==> config.mk <==
export PLATFORM = sky130hd
export DESIGN_NAME = pb_gesture_decoder
export DESIGN_NICKNAME = d
export VERILOG_FILES = /design/src/rtl/pb_gesture_decoder.sv
export SDC_FILE = /design/constraint.sdc
export NUM_CORES = 1
export LEC_CHECK = 0
export CORE_MARGIN = 2
export CORE_UTILIZATION = 50
export CTS_BUF_LIST = sky130_fd_sc_hd__clkbuf_16
export DETAILED_ROUTE_END_ITERATION = 10
export DONT_BUFFER_PORTS = 1
export GPL_TIMING_DRIVEN = 0
export RECOVER_POWER = 100
export SKIP_LAST_GASP = 1
export SYNTH_ARGS = -nofsm -noshare
export SYNTH_HDL_FRONTEND = slang
export SYNTH_SLANG_ARGS = --single-unit
==> constraint.sdc <==
create_clock -name i_clk -period 2.1 [get_ports i_clk]
set_input_delay 0.315 -clock i_clk [delete_from_list [all_inputs] [get_ports i_clk]]
set_output_delay 0.315 -clock i_clk [all_outputs]
set_load 0.01 [all_outputs]
==> src/rtl/pb_gesture_decoder.sv <==
// Turns debounced push-button events into single/double/long-press and auto-repeat pulses.
// Optional PB_AUTOREPEAT_EN: when defined, LONG emits o_repeat every REPEAT_CYCLES.
module pb_gesture_decoder #(
    parameter int LONG_CYCLES   = 20000000,
    parameter int GAP_CYCLES    = 5000000,
    parameter int REPEAT_CYCLES = 2500000
) (
    input  logic i_clk,
    input  logic i_rst_n,
    input  logic i_pb_status,
    input  logic i_pb_press,
    input  logic i_pb_release,
    output logic o_single,
    output logic o_double,
    output logic o_long,
    output logic o_repeat,
    output logic o_busy
);

    localparam int MAX_LG    = (LONG_CYCLES > GAP_CYCLES) ? LONG_CYCLES : GAP_CYCLES;
    localparam int MAX_C     = (MAX_LG > REPEAT_CYCLES) ? MAX_LG : REPEAT_CYCLES;
    localparam int CNT_WIDTH = $clog2(MAX_C) + 1;

    localparam logic [CNT_WIDTH-1:0] LONG_LAST = CNT_WIDTH'(LONG_CYCLES - 1);
    localparam logic [CNT_WIDTH-1:0] GAP_LAST  = CNT_WIDTH'(GAP_CYCLES - 1);
`ifdef PB_AUTOREPEAT_EN
    localparam logic [CNT_WIDTH-1:0] REP_LAST  = CNT_WIDTH'(REPEAT_CYCLES - 1);
`endif

    localparam logic [2:0] S_IDLE   = 3'd0;
    localparam logic [2:0] S_HELD   = 3'd1;
    localparam logic [2:0] S_GAP    = 3'd2;
    localparam logic [2:0] S_SECOND = 3'd3;
    localparam logic [2:0] S_LONG   = 3'd4;

    logic [2:0]           state, state_nx;
    logic [CNT_WIDTH-1:0] timer, timer_nx;
    logic                 low_seen, low_nx;
    logic                 guard_lo;
    logic                 single_nx, double_nx, long_nx, repeat_nx;

    // Level low with no release pulse: a candidate missed release.
    assign guard_lo = !i_pb_status && !i_pb_release;

    always_comb begin
        state_nx  = state;
        timer_nx  = timer + 1'b1;
        low_nx    = 1'b0;
        single_nx = 1'b0;
        double_nx = 1'b0;
        long_nx   = 1'b0;
        repeat_nx = 1'b0;
        case (state)
            S_IDLE: begin
                timer_nx = '0;
                if (i_pb_press) state_nx = S_HELD;
            end
            S_HELD: begin
                low_nx = guard_lo;
                if (i_pb_release) begin
                    state_nx = S_GAP;
                end else if (low_seen && guard_lo) begin
                    state_nx = S_IDLE;
                end else if (timer == LONG_LAST) begin
                    state_nx = S_LONG;
                    long_nx  = 1'b1;
                end
            end
            S_GAP: begin
                if (i_pb_press) begin
                    state_nx  = S_SECOND;
                    double_nx = 1'b1;
                end else if (timer == GAP_LAST) begin
                    state_nx  = S_IDLE;
                    single_nx = 1'b1;
                end
            end
            S_SECOND: begin
                timer_nx = '0;
                low_nx   = guard_lo;
                if (i_pb_release || (low_seen && guard_lo)) state_nx = S_IDLE;
            end
            S_LONG: begin
                low_nx = guard_lo;
                if (i_pb_release || (low_seen && guard_lo)) begin
                    state_nx = S_IDLE;
                end else begin
`ifdef PB_AUTOREPEAT_EN
                    if (timer == REP_LAST) begin
                        repeat_nx = 1'b1;
                        timer_nx  = '0;
                    end
`else
                    timer_nx = '0;
`endif
                end
            end
            default: begin
                state_nx = S_IDLE;
                timer_nx = '0;
            end
        endcase
        // Every state entry restarts the timer.
        if (state_nx != state) timer_nx = '0;
    end

    always_ff @(posedge i_clk) begin
        if (!i_rst_n) begin
            state    <= S_IDLE;
            timer    <= '0;
            low_seen <= 1'b0;
            o_single <= 1'b0;
            o_double <= 1'b0;
            o_long   <= 1'b0;
            o_repeat <= 1'b0;
            o_busy   <= 1'b0;
        end else begin
            state    <= state_nx;
            timer    <= timer_nx;
            low_seen <= low_nx;
            o_single <= single_nx;
            o_double <= double_nx;
            o_long   <= long_nx;
            o_repeat <= repeat_nx;
            o_busy   <= (state_nx != S_IDLE);
        end
    end

endmodule

==> results.py <==
metrics = {
    "cts": {
        "ctsHoldBuffers": 0,
        "worstSkewPairLatency_ns": 0.28,
        "ctsLongestPathBuffers": 2,
        "h-tree-depth": 2,
        "numCtsBuffers": 5,
        "cts_root_buf": "clkbuf_16",
        "clkTransAtPathRegs_ns": 0.05,
        "cts_sinks": 34,
        "tritoncts": "yes",
    },
    "worst_setup_path": {
        "reg2regPathDepth": 7,
        "crit_path_start": "timer[8]$_SDFF_PP0_",
        "rr_startpoint": "timer[8]$_SDFF_PP0_",
        "ff2ff_setup_slack_ns": 0.12,
        "worst-path-stages": 7,
        "crit_path_max_incr_delay_ns": 0.52,
        "reg2reg_to": "timer[23]$_SDFF_PP0_",
        "worst-path-max-fanout": 9,
        "critPathRequiredTime_ns": 2.27,
        "end_kind": "flip-flop",
        "endpoint": "timer[23]$_SDFF_PP0_",
        "startpoint_type": "flip-flop",
        "crit_arrival_ns": 2.15,
        "crit_type": "reg -> reg",
        "cp_slowest_cell": "or3b_2",
        "cp_top_family": "simple AND/OR/NAND/NOR gates",
        "cp_num_buf_inv": 2,
        "cp_cell_sequence": "or3b_2 > nor4_4 > and4_1 > buf_6 > or2_4 > buf_12 > nor2_2",
    },
    "place": {
        "placed_area_um2": 1670,
        "dp_hpwl_mm": 2.37,
        "io_buffer_count": 0,
        "routabilityCongestion": 0.828,
        "dpl_worst_slack_ns": -0.0454,
    },
    "power": {
        "ir_drop_uv": 337,
        "power_mw": 1.39,
        "p_leak_nw": 0.614,
        "pwr_density_cell_nw_per_um2": 752,
    },
    "detailed_routing": {
        "routed_wl_mm": 3.39,
        "vias_per_cell": 5.52,
        "ant_nets": 0,
        "wire_per_inst_um": 14.7,
        "drc_errors": 0,
        "dr_total_vias": 1275,
        "first_pass_iters": 4,
        "dr.first_iter.drc_count": 74,
    },
    "sta": {
        "fin_crit_sh": 0.942,
        "slew_violations": 0,
        "hold_ws_ns": 0.157,
        "fmax_mhz": 505,
        "min_period_ns": 1.98,
        "hold_viol_final": 0,
        "setup_viol": 0,
        "fin_worst_skew_ns": 0.00237,
        "tightest_slew_ns": 0.642,
        "relSlewSlack": 0.569,
        "setup_ws_ns": 0.121,
    },
    "yosys": {
        "synth_top_cell_area_share": 0.422,
        "synth_cell_types": 41,
        "synth-seq-cells": 34,
        "synth-edff-count": 0,
        "synth_top_cells_by_area": "dfxtp_1 (42%), xor2_1 (9.2%), nand3_1 (5.0%), nor2_1 (4.4%), nand4_1 (3.9%)",
        "yosys_warnings": 0,
        "yosys-top-cells-count": "dfxtp_1 (34), nor2_1 (19), xor2_1 (17), nand3_1 (16), nand4_1 (10)",
        "async_flop_share": 0,
        "syn_area_um2": 1610,
        "synthesis.nets": 185,
        "synth_cells": 179,
        "synth_ff_type": "dfxtp_1",
        "synth_most_common_cell": "dfxtp_1",
        "avgSynthCellArea_um2": 9.00,
        "yosysSeqAreaShare": 0.422,
        "synth.largest_area_cell": "dfxtp_1",
    },
    "outcome": {
        "outcome": "finished, final reports clean",
    },
    "final_layout": {
        "diodes": 0,
        "nets": 192,
        "drive_gt1_frac": 0.150,
        "fin_util": 0.604,
        "finalInstanceArea_um2": 1840,
        "area_growth_pct": 14.4,
    },
    "floorplan": {
        "core_um2": 3050,
        "start_util": 0.528,
        "pin_count": 10,
        "die_y_um": 60.8,
        "row_count": 20,
        "die_width_um": 60.8,
        "die_area_um2": 3690,
    },
    "hold_path": {
        "min_path_type": "in -> reg",
    },
    "run": {
        "maxCapViolCount": 0,
    },
    "global_route": {
        "grt.total_usage": 0.214,
        "grt_pass1_wl_mm": 5.64,
        "grt_max_degree": 11,
        "grt_pass1_vias": 1228,
        "grt_overflow": 0,
        "antenna_found_initial": 0,
    },
}
[repair_timing]
item                                    in CTS  in global routing
endpoints found under the setup margin      10                 20
buffers inserted                             0                  1
cloned                                       0                  0
gates resized for setup                      1                  8
pin swaps                                    0                  3
hold endpoints to repair                     0                  0
[cell type report]
cell class | instances | area (µm²)
multi-input combinational | 136 | 900
buffer | 6 | 56.3
fill | 268 | 1210
tap | 44 | 55.1
inverter | 2 | 7.51
clock inverter | 3 | 11.3
timing repair buffer | 1 | 7.51
clock buffer | 5 | 125
sequential | 34 | 681
[kinds of logic after synthesis]
| logic type | after synthesis | share of synthesized area |
|---|---|---|
| AO/OA/AOI/OAI | 12 | 0.0489 |
| XOR/XNOR | 24 | 0.130 |
| buffers and inverters | 9 | 0.0396 |
| adder cells (fa/ha/maj) | 1 | 0.00776 |
| flip-flops | 34 | 0.422 |
| AND/OR/NAND/NOR | 98 | 0.349 |
| other | 1 | 0.00233 |
[worst min-delay path by stage]
| stage | from | to | cells past startpoint |
|---|---|---|---|
| floorplan | i_rst_n | o_busy$_SDFF_PN0_ | 1 |
| global placement | i_rst_n | o_busy$_SDFF_PN0_ | 1 |
| detailed placement | i_rst_n | o_long$_SDFF_PP0_ | 1 |
| CTS | i_rst_n | o_long$_SDFF_PP0_ | 1 |
| global route | i_rst_n | o_long$_SDFF_PP0_ | 1 |
| finish | i_rst_n | low_seen$_SDFF_PN0_ | 2 |
[metal layers]
layer / wire length [µm] / vias up / global-route usage
met3: 146 / 7 / 0.0704
met4: 60 / 0 / 0.0963
met2: 1660 / 23 / 0.352
li1: - / 645 / -
met5: 0 / - / 0
met1: 1520 / 600 / 0.254
[flip-flops by register name (all words and copies together) (netlist names)]
name	count
o_single	1
low_seen	1
timer	26
o_long	1
o_busy	1
o_double	1
state	3
[through the flow]
stage | TNS (ns) | cells
4_1_cts | 0 | 231
3_3_place_gp | -0.901 | 223
3_5_place_dp | -0.362 | 223
2_1_floorplan | 0 | 179
5_1_grt | -0.00231 | 231
6_report | 0 | 231
[power breakdown]
group	switching, mW	internal, mW
clock	0.254	0.426
combinational	0.0276	0.0205
sequential	0.00576	0.652
total	0.287	1.10
[layout by cell type, fill, tap and decap left out, drive strengths merged]
master / Yosys / layout
dfxtp: 34 / 34
nand2b: 2 / 2
buf: 5 / 5
clkinv: 0 / 3
or3b: 1 / 1
clkbuf: 2 / 7
a21oi: 3 / 3
a21o: 1 / 1
nand4bb: 1 / 1
and3: 4 / 4
ha: 1 / 1
xor2: 17 / 17
nand3: 16 / 16
xnor2: 7 / 7
nand4: 10 / 10
o21a: 1 / 1
nor4: 4 / 4
and2: 1 / 1
nor2: 27 / 27
and4: 4 / 4
conb: 1 / 1
nor2b: 4 / 4
nor4bb: 1 / 1
nor4b: 1 / 1
or4b: 2 / 2
nor3: 8 / 8
o21ai: 3 / 3
inv: 2 / 2
a311oi: 1 / 1
nand2: 7 / 7
or4: 1 / 1
o21bai: 1 / 1
nor3b: 2 / 2
o22ai: 1 / 1
a21boi: 1 / 1
or2: 2 / 2
Power figures use the tool's default switching activity.
==> RTL edit 1: new RTL, same settings <==
Add a define of `PB_AUTOREPEAT_EN`.
--- a/src/rtl/pb_gesture_decoder.sv
+++ b/src/rtl/pb_gesture_decoder.sv
@@ -2,2 +2,4 @@
 // Optional PB_AUTOREPEAT_EN: when defined, LONG emits o_repeat every REPEAT_CYCLES.
+`define PB_AUTOREPEAT_EN
+
 module pb_gesture_decoder #(
Formal check against the unedited RTL: no difference found for any inputs over 10 cycles, from zero or initial values and one cycle with i_rst_n low; that may be too few to reach the edited logic, so the function may still have changed.
==> RTL edit 1 against the unedited design <==
Wire length is 35% higher. Non-clock buffer count is 13 higher. Count of clock-buffer cells in the layout stayed put. Critical path type unchanged. Highest routed layer unchanged. Final area is 24% higher. Clock skew hardly changed. Setup slack worse by 0.090 ns. Sequential cell count is 1 higher. Synthesized area is 15% higher. Fmax is 4.4% lower. Critical endpoint is now timer[18]$_SDFF_PP0_. Hold slack better by 0.0024 ns.
Power is not compared: it rests on default switching activity, and its combinational part moved more than twofold at a synthesized area within 25%.
==> RTL edit 1: results (changes against the unedited design) <==
drive_above_1_share: 0.230  # +0.0804
finalNetCount: 232  # +21%
postSynthCellCount: 211  # +18%
crit_fanout: 10  # +1
fin_skew_ns: 0.00267  # +0.000297 ns
clock_tree.root_cell: "clkbuf_16"
regMostFlops: "timer"
firstDrtPassIters: 4  # unchanged
top_regs: "timer x26, state x3"
wl_mm: 4.56  # +35%
critPathArrivalTime_ns: 2.24  # +0.09 ns
grt_pass1_vias: 1529  # +25%
n_antenna_cell: 0  # unchanged
hp-class: "in -> reg"
ys_types: 39  # -4.9%
cpMaxStageDelayCell: "or4b_1"
crit_start: "timer[6]$_SDFF_PP0_"
ys_top_cells_by_count: "dfxtp_1 (35), nor3_1 (21), nand4_1 (14), xor2_1 (14), nand3_1 (13)"
p_comb_frac: 0.099
synthArstFlopShare: 0  # unchanged
port_buffers: 0  # unchanged
yosys-top-cells-area: "dfxtp_1 (38%), xor2_1 (6.6%), nor3_1 (5.7%)"
clk_latency_ns: 0.28  # about the same
viasPerCell: 6.07  # +10%
p_clk_frac: 0.453
grt_pass1_wl_mm: 7.12  # +26%
cts_max_level: 2  # unchanged
reg2reg_from: "timer[6]$_SDFF_PP0_"
grt_max_degree: 11  # unchanged
drt-initial-drc-count: 129  # +74%
synth_adder_area_share: 0.00675  # -0.00102
post_cts_resize_count: 9  # +8
dp.cells: 259  # +16%
max_stage_delay_ns: 0.50  # -0.02 ns
cts_setup_buffers: 5  # +5
maxSlewHeadroom: 0.662  # +0.0930
ys_seq_area_frac: 0.378  # -0.0445
synth_compound_area_frac: 0.0526  # +0.00372
synthesis.nets: 217  # +17%
hpwl_mm: 2.98  # +26%
cts_buffers: 5  # unchanged
cts_max_path_buffers: 2  # unchanged
synthXorXnorAreaFrac: 0.113  # -0.0171
status: "completed"
num_vias: 1664  # +31%
grt_usage: 0.221  # +0.00730
ir_drop_uv: 450
place.gp.congestion: 0.860  # +3.9%
[RTL edit 1: cell count changes after synthesis, sizes merged, moves of 5 or more]
cell / delta
nor2: -15
nor3: +14
buf: +5
nand2: +5
nor4: +5
[RTL edit 1: area by class of cell]
type	count	area [um^2]
fillers	286	1320
multi-input cells	161	1190
clock buffers	5	125
clock inverters	2	8.76
repair buffers	9	65.1
well taps	48	60.1
flip-flops and latches	35	708
inverters	3	11.3
plain buffers	11	118
[RTL edit 1: final timing paths]
| path | to | slack (ns) | depth (start not counted) |
|---|---|---|---|
| worst max-delay path | timer[18]$_SDFF_PP0_ | 0.03 | 6 |
| worst min-delay path | state[1]$_SDFF_PN0_ | 0.16 | 1 |
| worst max register to register | timer[18]$_SDFF_PP0_ | 0.03 | 6 |
| worst min register to register | timer[0]$_SDFF_PP0_ | 0.46 | 1 |
[RTL edit 1: metrics by stage]
step / hold slack [ns] / util / setup slack, ns / instance area [um^2] / TNS [ns]
after floorplan: 0.434 / - / 0.0854 / 1850 / 0
final: 0.159 / 0.633 / 0.0312 / 2280 / 0
after detailed placement: 0.442 / 0.531 / -0.279 / 1910 / -2.97
after CTS: 0.158 / 0.588 / -0.0362 / 2120 / -0.110
after global routing: 0.167 / 0.633 / -0.0672 / 2280 / -1.21
after global placement: 0.441 / 0.531 / -0.220 / 1910 / -2.69
[RTL edit 1: critical path, delay by kind of cell, from the launching register on]
kind / cells / cell delay, ns
simple gates: 3 / 0.98
flops: 1 / 0.34
compound gates: 2 / 0.48
buf+inv: 1 / 0.15
[RTL edit 1: layer usage]
layer | routed length (um) | GRT usage | up-vias
li1 | - | - | 795
met1 | 2020 | 0.284 | 786
met2 | 2130 | 0.347 | 74
met3 | 339 | 0.0677 | 9
met4 | 66 | 0.0878 | 0
met5 | 0 | 0 | -
==> RTL edit 2: new RTL, config.mk and constraints unchanged <==
Made on the original files. Register the output `o_long` once more; this adds one clock of latency there. The other outputs are not delayed to match.
--- a/src/rtl/pb_gesture_decoder.sv
+++ b/src/rtl/pb_gesture_decoder.sv
@@ -34,2 +34,4 @@
     localparam logic [2:0] S_LONG   = 3'd4;
+
+    logic o_long_s0;
 
@@ -113,3 +115,3 @@
             o_double <= 1'b0;
-            o_long   <= 1'b0;
+            o_long_s0 <= 1'b0;
             o_repeat <= 1'b0;
@@ -122,3 +124,3 @@
             o_double <= double_nx;
-            o_long   <= long_nx;
+            o_long_s0 <= long_nx;
             o_repeat <= repeat_nx;
@@ -128,2 +130,6 @@
 
+    always_ff @(posedge i_clk) begin
+        o_long <= o_long_s0;
+    end
+
 endmodule
Check against the original RTL: no difference found for any inputs over 10 cycles, from zero or initial values and one cycle with i_rst_n low; that may be too few to reach the edited logic, so the function may still have changed.
==> RTL edit 2 against the unedited design <==
Hold slack worse by 0.046 ns. Synthesized area up 2.4%. Total power up 2.2%. Wire length up 2.1%. Sequential cell count up 1. Setup slack worse by 0.053 ns. First-iteration DRC count up 6.8%. Core utilization up 1.4 points. Final area up 4.1%. Critical path type unchanged.
==> RTL edit 2: results (changes against the unedited design) <==
dp.cells: 236  # +5.8%
worstMarginPinSlew_ns: 0.594  # -0.0482 ns
grt_pass1_vias: 1221  # -0.57%
hpwl_mm: 2.44  # +3.1%
met2_usage: 0.319  # -0.0326
crit_fanout: 10  # +1
nMultiInputCombCells: 144  # +5.9%
num_vias: 1340  # +5.1%
p_int_mw: 1.12  # +2.4%
multi_input_area_share: 0.492  # +0.00438
grt_usage: 0.215  # +0.00121
fin_skew_ns: 0.00387  # +0.00150 ns
placed_area_um2: 1710  # +2.3%
status: "completed"
post_synth.cell_area_avg_um2: 8.60  # -4.5%
dr_wl_met2_mm: 1.62  # -2.1%
place.gp.congestion: 0.846  # +2.2%
ys_seq_area_frac: 0.425  # +0.00220
power_leakage_nw: 0.637  # +3.8%
clk-power_uw: 678  # about the same
finalNetCount: 206  # +7.3%
grtUsageMet1: 0.287  # +0.0324
buf_share: 0.0280  # -0.00657
final-clk-cell-share: 0.0718  # -0.00224
synth_compound_area_frac: 0.0819  # +0.0330
non_clock_inverter_count: 7  # +5
synth_adder_area_share: 0.00758  # -0.000182
wl_met1_mm: 1.65  # +8.7%
drive_above_1_share: 0.124  # -0.0254
drt-initial-drc-count: 79  # +6.8%
ys_seq_elements: 35  # +2.9%
RTL edit 2: path summary, 6_finish.rpt:
| kind | to | slack (ns) | startpoint |
|---|---|---|---|
| hold reg to reg | o_long$_DFF_P_ | 0.33 | o_long_s0$_SDFF_PP0_ |
| setup reg to reg | timer[3]$_SDFF_PP0_ | 0.07 | timer[17]$_SDFF_PP0_ |
| setup / recovery | timer[3]$_SDFF_PP0_ | 0.07 | timer[17]$_SDFF_PP0_ |
| hold / removal | low_seen$_SDFF_PN0_ | 0.11 | i_pb_status |
RTL edit 2: what timing repair did:
item                                    in CTS  in global routing
pin swaps                                    2                  3
buffers inserted                             1                  1
gates resized for setup                      2                  9
endpoints found under the setup margin      26                 28
RTL edit 2: worst max-delay path, stage by stage, from the launching register on:
cell and delay [ns]:
dfxtp_1 0.35, or4b_1 0.61, or2_4 0.29, o41ai_4 0.26, o2bb2ai_4 0.18, buf_6 0.17
nor2_1 0.06
